File: config.mk
export PLATFORM = sky130hd
export DESIGN_NAME = na_wb_sched_flat
export DESIGN_NICKNAME = d
export VERILOG_FILES = /design/src/rtl/na_wb_sched_pkg.sv /design/src/rtl/na_wb_sched_if.sv /design/src/rtl/na_wb_sched_watchdog.sv /design/src/rtl/na_wb_sched.sv /design/src/flat_wrapper.sv
export SDC_FILE = /design/constraint.sdc
export NUM_CORES = 1
export LEC_CHECK = 0
export ABC_CLOCK_PERIOD_IN_PS = 1770
export CAP_MARGIN = 20
export CORE_MARGIN = 3
export CORE_UTILIZATION = 29
export CTS_CLUSTER_SIZE = 14
export DETAILED_ROUTE_END_ITERATION = 8
export HOLD_SLACK_MARGIN = 0.06
export PLACE_DENSITY = 0.87
export RECOVER_POWER = 25
export SETUP_SLACK_MARGIN = 0.05
export SLEW_MARGIN = 20
export SYNTH_ARGS = -nofsm -noshare
export SYNTH_HDL_FRONTEND = slang
export SYNTH_SLANG_ARGS = --single-unit
File: constraint.sdc
create_clock -name clk -period 1.77 [get_ports clk]
set_input_delay 0.177 -clock clk [delete_from_list [all_inputs] [get_ports clk]]
set_output_delay 0.177 -clock clk [all_outputs]
set_load 0.01 [all_outputs]
File: src/rtl/na_wb_sched_pkg.sv
// na_wb_sched_pkg: shared FSM encoding, endpoint class type and endpoint register address helper
package na_wb_sched_pkg;

    typedef logic [2:0] state_t;

    localparam state_t S_IDLE   = 3'd0;
    localparam state_t S_GNT_RD = 3'd1;
    localparam state_t S_GNT_WR = 3'd2;
    localparam state_t S_CFG    = 3'd3;
    localparam state_t S_GAP    = 3'd4;

    typedef enum logic {CLS_BE, CLS_TDM} ep_cls_t;

    function automatic logic [31:0] ep_addr(input logic [31:0] base, input logic [31:0] stride,
                                            input logic [31:0] ofs, input logic [31:0] idx);
        return base + idx * stride + ofs;
    endfunction

endpackage

File: src/rtl/na_wb_sched_if.sv
// na_wb_sched_if: Wishbone master port bundle
//   master: drives adr/dat/sel/cyc/stb/we, receives ack/err
//   slave : the reverse
interface na_wb_sched_if;
    logic [31:0] adr;
    logic [31:0] dat;
    logic [3:0]  sel;
    logic        cyc;
    logic        stb;
    logic        we;
    logic        ack;
    logic        err;
    modport master(output adr, dat, sel, cyc, stb, we, input ack, err);
    modport slave(input adr, dat, sel, cyc, stb, we, output ack, err);
endinterface

File: src/rtl/na_wb_sched_watchdog.sv
// na_wb_sched_watchdog: counts unanswered strobe cycles and flags when the limit is reached
//   clk, rst : clock, async active-high reset
//   busy     : strobe outstanding without ack/err this cycle
//   clr      : restart the count (response seen or owner changed)
//   fire     : count has reached TIMEOUT_CYCLES (never set when TIMEOUT_CYCLES is 0)
module na_wb_sched_watchdog #(
    parameter int unsigned TIMEOUT_CYCLES = 255
) (
    input  logic clk,
    input  logic rst,
    input  logic busy,
    input  logic clr,
    output logic fire
);
    localparam int unsigned W = TIMEOUT_CYCLES > 0 ? $clog2(TIMEOUT_CYCLES + 1) : 1;

    logic [W-1:0] cnt;

    assign fire = TIMEOUT_CYCLES != 0 && cnt == W'(TIMEOUT_CYCLES);

    always_ff @(posedge clk or posedge rst) begin
        if (rst)
            cnt <= '0;
        else if (clr || fire)
            cnt <= '0;
        else if (busy && TIMEOUT_CYCLES != 0)
            cnt <= cnt + 1'b1;
    end
endmodule

File: src/rtl/na_wb_sched.sv
// na_wb_sched: shares one Wishbone master between read/write engines and sequences endpoint enable writes
//   clk, rst                        : clock, async active-high reset
//   req_rd/req_wr, gnt_rd/gnt_wr    : engine burst requests and registered grants
//   req_*_active, *_active          : requested and confirmed endpoint-class enable state
//   cfg_err, bus_timeout            : one-cycle pulses for a failed enable write / watchdog expiry
//   rd_wb_*, wr_wb_*                : engine-side bus signals muxed onto the master port
//   wb                              : shared Wishbone master port
module na_wb_sched
    import na_wb_sched_pkg::*;
#(
    parameter int unsigned NUM_BE_ENDPOINTS  = 2,
    parameter int unsigned NUM_TDM_ENDPOINTS = 2,
    parameter logic [31:0] EP_BASE_ADDR      = 32'h0,
    parameter logic [31:0] EP_STRIDE         = 32'h2000,
    parameter logic [31:0] EN_REG_OFS        = 32'h4,
    parameter int unsigned TIMEOUT_CYCLES    = 255
) (
    input  logic        clk,
    input  logic        rst,
    input  logic        req_rd,
    input  logic        req_wr,
    output logic        gnt_rd,
    output logic        gnt_wr,
    input  logic        req_be_active,
    input  logic        req_tdm_active,
    output logic        be_active,
    output logic        tdm_active,
    output logic        cfg_err,
    output logic        bus_timeout,
    input  logic [31:0] rd_wb_adr_i,
    input  logic        rd_wb_cyc_i,
    input  logic        rd_wb_stb_i,
    input  logic [31:0] wr_wb_adr_i,
    input  logic [31:0] wr_wb_dat_i,
    input  logic        wr_wb_cyc_i,
    input  logic        wr_wb_stb_i,
    na_wb_sched_if.master wb
);
    localparam int unsigned IW = $clog2(NUM_BE_ENDPOINTS + NUM_TDM_ENDPOINTS + 1);

    state_t        state, state_n;
    ep_cls_t       cfg_cls;
    logic [IW-1:0] ep_idx;
    logic          last_rd, tdm_flt, be_flt, cfg_val, cyc_q, fire;
    logic          tdm_pend, be_pend, cfg_last;
    logic [31:0]   ep_gidx;

    // a faulted class stays quiet until the host withdraws its request
    assign tdm_pend = (req_tdm_active != tdm_active) && !tdm_flt;
    assign be_pend  = (req_be_active != be_active) && !be_flt;
    assign cfg_last = ep_idx == IW'(cfg_cls == CLS_TDM ? NUM_TDM_ENDPOINTS - 1 : NUM_BE_ENDPOINTS - 1);
    // BE endpoints are numbered after all TDM endpoints
    assign ep_gidx  = cfg_cls == CLS_TDM ? 32'(ep_idx) : 32'(NUM_TDM_ENDPOINTS) + 32'(ep_idx);
    assign gnt_rd      = state == S_GNT_RD;
    assign gnt_wr      = state == S_GNT_WR;
    assign bus_timeout = fire;

    na_wb_sched_watchdog #(.TIMEOUT_CYCLES(TIMEOUT_CYCLES)) u_wdog (
        .clk  (clk),
        .rst  (rst),
        .busy (wb.cyc && wb.stb && !wb.ack && !wb.err),
        .clr  (wb.ack || wb.err || state_n != state),
        .fire (fire)
    );

    always_comb begin
        state_n = state;
        case (state)
            S_IDLE:   state_n = (tdm_pend || be_pend) ? S_CFG :
                                (req_rd && (!req_wr || !last_rd)) ? S_GNT_RD :
                                req_wr ? S_GNT_WR : S_IDLE;
            S_GNT_RD: state_n = (!req_rd || fire) ? S_GAP : S_GNT_RD;
            S_GNT_WR: state_n = (!req_wr || fire) ? S_GAP : S_GNT_WR;
            S_CFG:    state_n = (fire || (cyc_q && (wb.err || (wb.ack && cfg_last)))) ? S_GAP : S_CFG;
            default:  state_n = S_IDLE;
        endcase
    end

    // the bus follows the registered state, so reset idles it immediately
    always_comb begin
        wb.adr = '0;
        wb.dat = '0;
        wb.sel = 4'hF;
        wb.cyc = 1'b0;
        wb.stb = 1'b0;
        wb.we  = 1'b0;
        case (state)
            S_GNT_RD: begin
                wb.adr = rd_wb_adr_i;
                wb.cyc = rd_wb_cyc_i;
                wb.stb = rd_wb_stb_i;
            end
            S_GNT_WR: begin
                wb.adr = wr_wb_adr_i;
                wb.dat = wr_wb_dat_i;
                wb.cyc = wr_wb_cyc_i;
                wb.stb = wr_wb_stb_i;
                wb.we  = 1'b1;
            end
            S_CFG: begin
                wb.adr = ep_addr(EP_BASE_ADDR, EP_STRIDE, EN_REG_OFS, ep_gidx);
                wb.dat = {31'b0, cfg_val};
                wb.cyc = cyc_q;
                wb.stb = cyc_q;
                wb.we  = 1'b1;
            end
            default: ;
        endcase
    end

    always_ff @(posedge clk or posedge rst) begin
        if (rst) begin
            state      <= S_IDLE;
            last_rd    <= 1'b0;
            tdm_active <= 1'b0;
            be_active  <= 1'b0;
            tdm_flt    <= 1'b0;
            be_flt     <= 1'b0;
            cfg_err    <= 1'b0;
            cfg_cls    <= CLS_TDM;
            cfg_val    <= 1'b0;
            cyc_q      <= 1'b0;
            ep_idx     <= '0;
        end else begin
            state   <= state_n;
            cfg_err <= 1'b0;
            if (req_tdm_active == tdm_active) tdm_flt <= 1'b0;
            if (req_be_active == be_active) be_flt <= 1'b0;
            if (state == S_IDLE && (state_n == S_GNT_RD || state_n == S_GNT_WR))
                last_rd <= state_n == S_GNT_RD;
            if (state == S_IDLE && state_n == S_CFG) begin
                cfg_cls <= tdm_pend ? CLS_TDM : CLS_BE;
                cfg_val <= tdm_pend ? req_tdm_active : req_be_active;
                ep_idx  <= '0;
                cyc_q   <= 1'b1;
            end
            if (state == S_CFG) begin
                // a timeout or error response aborts the class and faults it; the later
                // fault-set assignment overrides the withdraw-clear above
                if (fire || (cyc_q && wb.err)) begin
                    cyc_q   <= 1'b0;
                    cfg_err <= 1'b1;
                    if (cfg_cls == CLS_TDM) tdm_flt <= 1'b1;
                    else be_flt <= 1'b1;
                end else if (cyc_q && wb.ack) begin
                    cyc_q <= 1'b0;
                    if (!cfg_last) ep_idx <= ep_idx + 1'b1;
                    else if (cfg_cls == CLS_TDM) tdm_active <= cfg_val;
                    else be_active <= cfg_val;
                end else if (!cyc_q)
                    cyc_q <= 1'b1;
            end
        end
    end
endmodule

File: src/flat_wrapper.sv
// flat-port wrapper written by rule: the top's interface ports become plain ports
module na_wb_sched_flat import na_wb_sched_pkg::*;
#(
    parameter int unsigned NUM_BE_ENDPOINTS  = 2,
    parameter int unsigned NUM_TDM_ENDPOINTS = 2,
    parameter logic [31:0] EP_BASE_ADDR      = 32'h0,
    parameter logic [31:0] EP_STRIDE         = 32'h2000,
    parameter logic [31:0] EN_REG_OFS        = 32'h4,
    parameter int unsigned TIMEOUT_CYCLES    = 255
)
  (clk, rst, req_rd, req_wr, gnt_rd, gnt_wr, req_be_active, req_tdm_active, be_active, tdm_active, cfg_err, bus_timeout, rd_wb_adr_i, rd_wb_cyc_i, rd_wb_stb_i, wr_wb_adr_i, wr_wb_dat_i, wr_wb_cyc_i, wr_wb_stb_i, wb_adr, wb_dat, wb_sel, wb_cyc, wb_stb, wb_we, wb_ack, wb_err);
  na_wb_sched_if wb_i ();
  input  logic clk;
  input  logic rst;
  input  logic req_rd;
  input  logic req_wr;
  output logic gnt_rd;
  output logic gnt_wr;
  input  logic req_be_active;
  input  logic req_tdm_active;
  output logic be_active;
  output logic tdm_active;
  output logic cfg_err;
  output logic bus_timeout;
  input  logic [31:0] rd_wb_adr_i;
  input  logic rd_wb_cyc_i;
  input  logic rd_wb_stb_i;
  input  logic [31:0] wr_wb_adr_i;
  input  logic [31:0] wr_wb_dat_i;
  input  logic wr_wb_cyc_i;
  input  logic wr_wb_stb_i;
  output wire logic [$bits(wb_i.adr)-1:0] wb_adr;
  output wire logic [$bits(wb_i.dat)-1:0] wb_dat;
  output wire logic [$bits(wb_i.sel)-1:0] wb_sel;
  output wire logic [$bits(wb_i.cyc)-1:0] wb_cyc;
  output wire logic [$bits(wb_i.stb)-1:0] wb_stb;
  output wire logic [$bits(wb_i.we)-1:0] wb_we;
  input wire logic [$bits(wb_i.ack)-1:0] wb_ack;
  input wire logic [$bits(wb_i.err)-1:0] wb_err;
  assign wb_adr = wb_i.adr;
  assign wb_dat = wb_i.dat;
  assign wb_sel = wb_i.sel;
  assign wb_cyc = wb_i.cyc;
  assign wb_stb = wb_i.stb;
  assign wb_we = wb_i.we;
  assign wb_i.ack = wb_ack;
  assign wb_i.err = wb_err;
  na_wb_sched #(.NUM_BE_ENDPOINTS(NUM_BE_ENDPOINTS), .NUM_TDM_ENDPOINTS(NUM_TDM_ENDPOINTS), .EP_BASE_ADDR(EP_BASE_ADDR), .EP_STRIDE(EP_STRIDE), .EN_REG_OFS(EN_REG_OFS), .TIMEOUT_CYCLES(TIMEOUT_CYCLES)) u_core (.clk(clk), .rst(rst), .req_rd(req_rd), .req_wr(req_wr), .gnt_rd(gnt_rd), .gnt_wr(gnt_wr), .req_be_active(req_be_active), .req_tdm_active(req_tdm_active), .be_active(be_active), .tdm_active(tdm_active), .cfg_err(cfg_err), .bus_timeout(bus_timeout), .rd_wb_adr_i(rd_wb_adr_i), .rd_wb_cyc_i(rd_wb_cyc_i), .rd_wb_stb_i(rd_wb_stb_i), .wr_wb_adr_i(wr_wb_adr_i), .wr_wb_dat_i(wr_wb_dat_i), .wr_wb_cyc_i(wr_wb_cyc_i), .wr_wb_stb_i(wr_wb_stb_i), .wb(wb_i));
endmodule
==> results.toml <==
[worst_setup_path]
rr_startpoint = "u_core.state[2]$_DFF_PP0_"
cp_top_family = "simple AND/OR/NAND/NOR gates"
slowest_stage = "or4bb_4"
cp-start-kind = "flop"
reg2reg_slack_ns = -0.38
cp.buffers_inverters = 2
critPathRequiredTime_ns = 1.97
worst-path-stages = 6
critical_path.max_fanout = 5
path_common_cell = "buf_6"
rr_worst_depth = 6
end_kind = "flop"
worst_r2r_endpoint = "u_core.u_wdog.cnt[4]$_DFFE_PP0P_"
path_cells = "buf_6 > or4bb_4 > o22a_4 > buf_6 > or4_4 > a21oi_2"
critPathArrivalTime_ns = 2.35
slowest_delay_ns = 0.55
path_class = "flop to flop"

[floorplanning]
dieArea_mm2 = 0.00830
chipHeight_um = 91.1
die_x_um = 91.1
row_count = 30
initial_core_util_pct = 30.4
num_io_pins = 185
core_mm2 = 0.00691

[clock_network]
cts_made_buffers = 3
clockRootBuffer = "clkbuf_8"
clockBufferDepth = 2
clk_pin_slew_worst_paths_ns = 0.09
cts_num_sinks = 23
htree_levels = 1
cts_tree = "yes"
clock_latency_ns = 0.27

[synth]
synth_flop_cell = "dfrtp_1"
netlist_area_mm2 = 0.00210
yosys_register_bits = 23
synth-warning-count = 0
synth_cells = 250
syn_area_per_cell_um2 = 8.40
async_reset_ff_share_pct = 100
synth_edf_count = 0
ys_seq_area_share_pct = 27.5
yosysUniqueCellTypes = 55

[placement]
io_buffers = 180
place_inst = 548
hpwl_mm = 8.12
pre_cts_ws_ns = -0.531
gp_congestion = 0.853

[global_routing]
grt.overflow.total = 0
grt_pass1_vias = 3392
antenna_found_initial = 2
grt_usage_pct = 29.3
grt_pass1_wl_mm = 19.3
grt_max_degree = 24

[timing]
drv_slew = 0
max_freq_mhz = 465
rsz0062_at_grt = "true"
finalSetupViolCount = 78
fin_crit_ns = 2.15
relSlewSlack_pct = 57.0
hold_viol_final = 0
fin_worst_skew_ns = 0.00423
worst_pin_slew_ns = 0.645
post-route-period-util_pct = 121
worst_slack_ns = -0.379

[pwr]
switching_share_pct = 39.9
switchingPower_mw = 2.82
p_seq_share_pct = 11.1
p_clk_share_pct = 5.0
p_per_area_mw_per_mm2 = 1370
ir_drop_uv = 737
combinationalPowerShare_pct = 84.0
p_leak_nw = 2.34
intPower_mw = 4.24

[drt]
wl_mm = 12.9
drtIter0Drc = 176
drtPass1Iterations = 4
remaining_drc_errors = 0
wl_per_cell_um = 21.4
vias = 3245
drt-vias-per-instance = 5.37
postRouteAntennaNets = 0

[finish]
syn2layout_area_growth_pct = 145
nNetsFinal = 619
fillers = 488
stdcell_count = 604
layout_commonest_cell = "clkdlybuf4s50_1"
drive_above_1_share_pct = 47.4
final_cell_mix = "clkdlybuf4s50_1 (109), buf_6 (63), buf_4 (43)"

[run_status]
violations = "negative setup slack"
outcome = "complete, but fails checks"

[run]
maxCapViolCount = 0

[worst_hold_path]
hold_class = "input pin to asynchronous set/reset pin"
==> layout make-up <==
| class | count | area, um^2 | share of cell area, % |
|---|---|---|---|
| antenna | 2 | 5.00 | 0.0971 |
| multi-input combinational | 197 | 1640 | 31.9 |
| inverter | 12 | 47.5 | 0.923 |
| timing repair buffer | 270 | 2720 | 52.7 |
| tap | 96 | 120 | 2.33 |
| clock buffer | 4 | 45.0 | 0.874 |
| sequential | 23 | 578 | 11.2 |
==> cells in the mapped netlist (all sizes together), types with 2 or more instances <==
library cell  count  area [um^2]
xor2              2         17.5
dfrtp            22          551
o31ai             7         52.6
a22o             28          245
nor2             13         48.8
inv              12         45.0
o22ai             2         12.5
mux2i             8         80.1
nor2b             3         18.8
o221a             2         22.5
o211ai            3         22.5
clkbuf            9         33.8
nand3             5         25.0
a21o              2         15.0
o21ai            10         50.1
mux2              5         56.3
a21oi            17         88.8
or4b              2         20.0
ha                4         50.1
nand4b            2         17.5
nand4             2         12.5
and2             31          194
buf              13         78.8
or2               2         12.5
xnor2             3         26.3
a22oi             5         37.5
or3               2         12.5
or4               5         41.3
nand2             8         30.0
==> power by group through the flow <==
stage | Clock, mW | Combinational (mW) | Sequential (mW)
CTS | 0.347 | 5.65 | 0.778
global route | 0.371 | 6.24 | 0.799
floorplan | 0 | 1.82 | 0.748
detailed placement | 0 | 4.06 | 0.787
finish | 0.352 | 5.93 | 0.782
global placement | 0 | 3.96 | 0.773
==> what timing repair did <==
action | CTS | global route
gates cloned | 10 | 0
pin swaps | 29 | 28
hold buffers | 0 | 0
resized for setup | 380 | 72
setup buffers | 39 | 11
setup endpoints to repair | 87 | 87
==> kinds of logic (layout without fill, tap and decap cells) <==
family                     count (synthesis)  in the layout  synth area share (%)
other                                      1              6                 0.179
and+or+nand+nor                           85             85                  24.2
DFF                                       23             23                  27.5
AOI/OAI and AO/OA                         85             86                  29.7
xor gates and xnor gates                   5              5                  2.08
adders and majority gates                  4              4                  2.38
muxes                                     13             13                  6.49
buffers and inverters                     34            286                  7.50
==> registers in the layout (all words and copies together) (netlist names) <==
signal and flops:
u_core.state 3, u_core.tdm_flt 1, u_core.be_active 1, u_core.be_flt 1, u_core.cyc_q 1, u_core.u_wdog.cnt 8
u_core.cfg_err 1, u_core.last_rd 1, u_core.cfg_cls 1, u_core.tdm_active 1, u_core.cfg_val 1, u_core.ep_idx 3
==> tightest hold or removal path: stages <==
cell and delay [ns]:
dlygate4sd3_1 0.53, inv_1 0.05, clkbuf_2 0.51
==> through the flow <==
step,hold slack [ns],power (mW),util [%],TNS (ns),area (um^2)
final,0.502,7.07,74.6,-13.19,5150
after global routing,0.561,7.41,74.6,-17.99,5150
after CTS,0.260,6.77,72.2,-13.44,4990
after detailed placement,0.508,4.85,62.1,-13.82,4290
after global placement,0.493,4.74,62.1,-11.67,4290
after floorplan,0.178,2.56,-,-0.155,2120
==> routing by layer <==
metal | routed length [um] | vias to the layer above | track usage [%] | part of all wire (%)
met2 | 6970 | 187 | 55.1 | 54
met1 | 4710 | 1586 | 32.4 | 36
met5 | 0 | - | 0 | 0
met3 | 819 | 34 | 5.30 | 6.3
met4 | 449 | 0 | 11.1 | 3.5
li1 | - | 1438 | - | -
==> worst max path at each step <==
stage                                         start                               end  slack [ns]
after floorplan           u_core.state[2]$_DFF_PP0_  u_core.u_wdog.cnt[2]$_DFFE_PP0P_        -0.1
after global placement                  rd_wb_stb_i  u_core.u_wdog.cnt[3]$_DFFE_PP0P_       -0.49
after detailed placement                     wb_err  u_core.u_wdog.cnt[3]$_DFFE_PP0P_       -0.53
after CTS                 u_core.state[2]$_DFF_PP0_  u_core.u_wdog.cnt[3]$_DFFE_PP0P_       -0.33
after global routing      u_core.state[2]$_DFF_PP0_  u_core.u_wdog.cnt[4]$_DFFE_PP0P_       -0.41
final                     u_core.state[2]$_DFF_PP0_  u_core.u_wdog.cnt[4]$_DFFE_PP0P_       -0.38
Note: power is estimated with default switching activity, not from simulation.
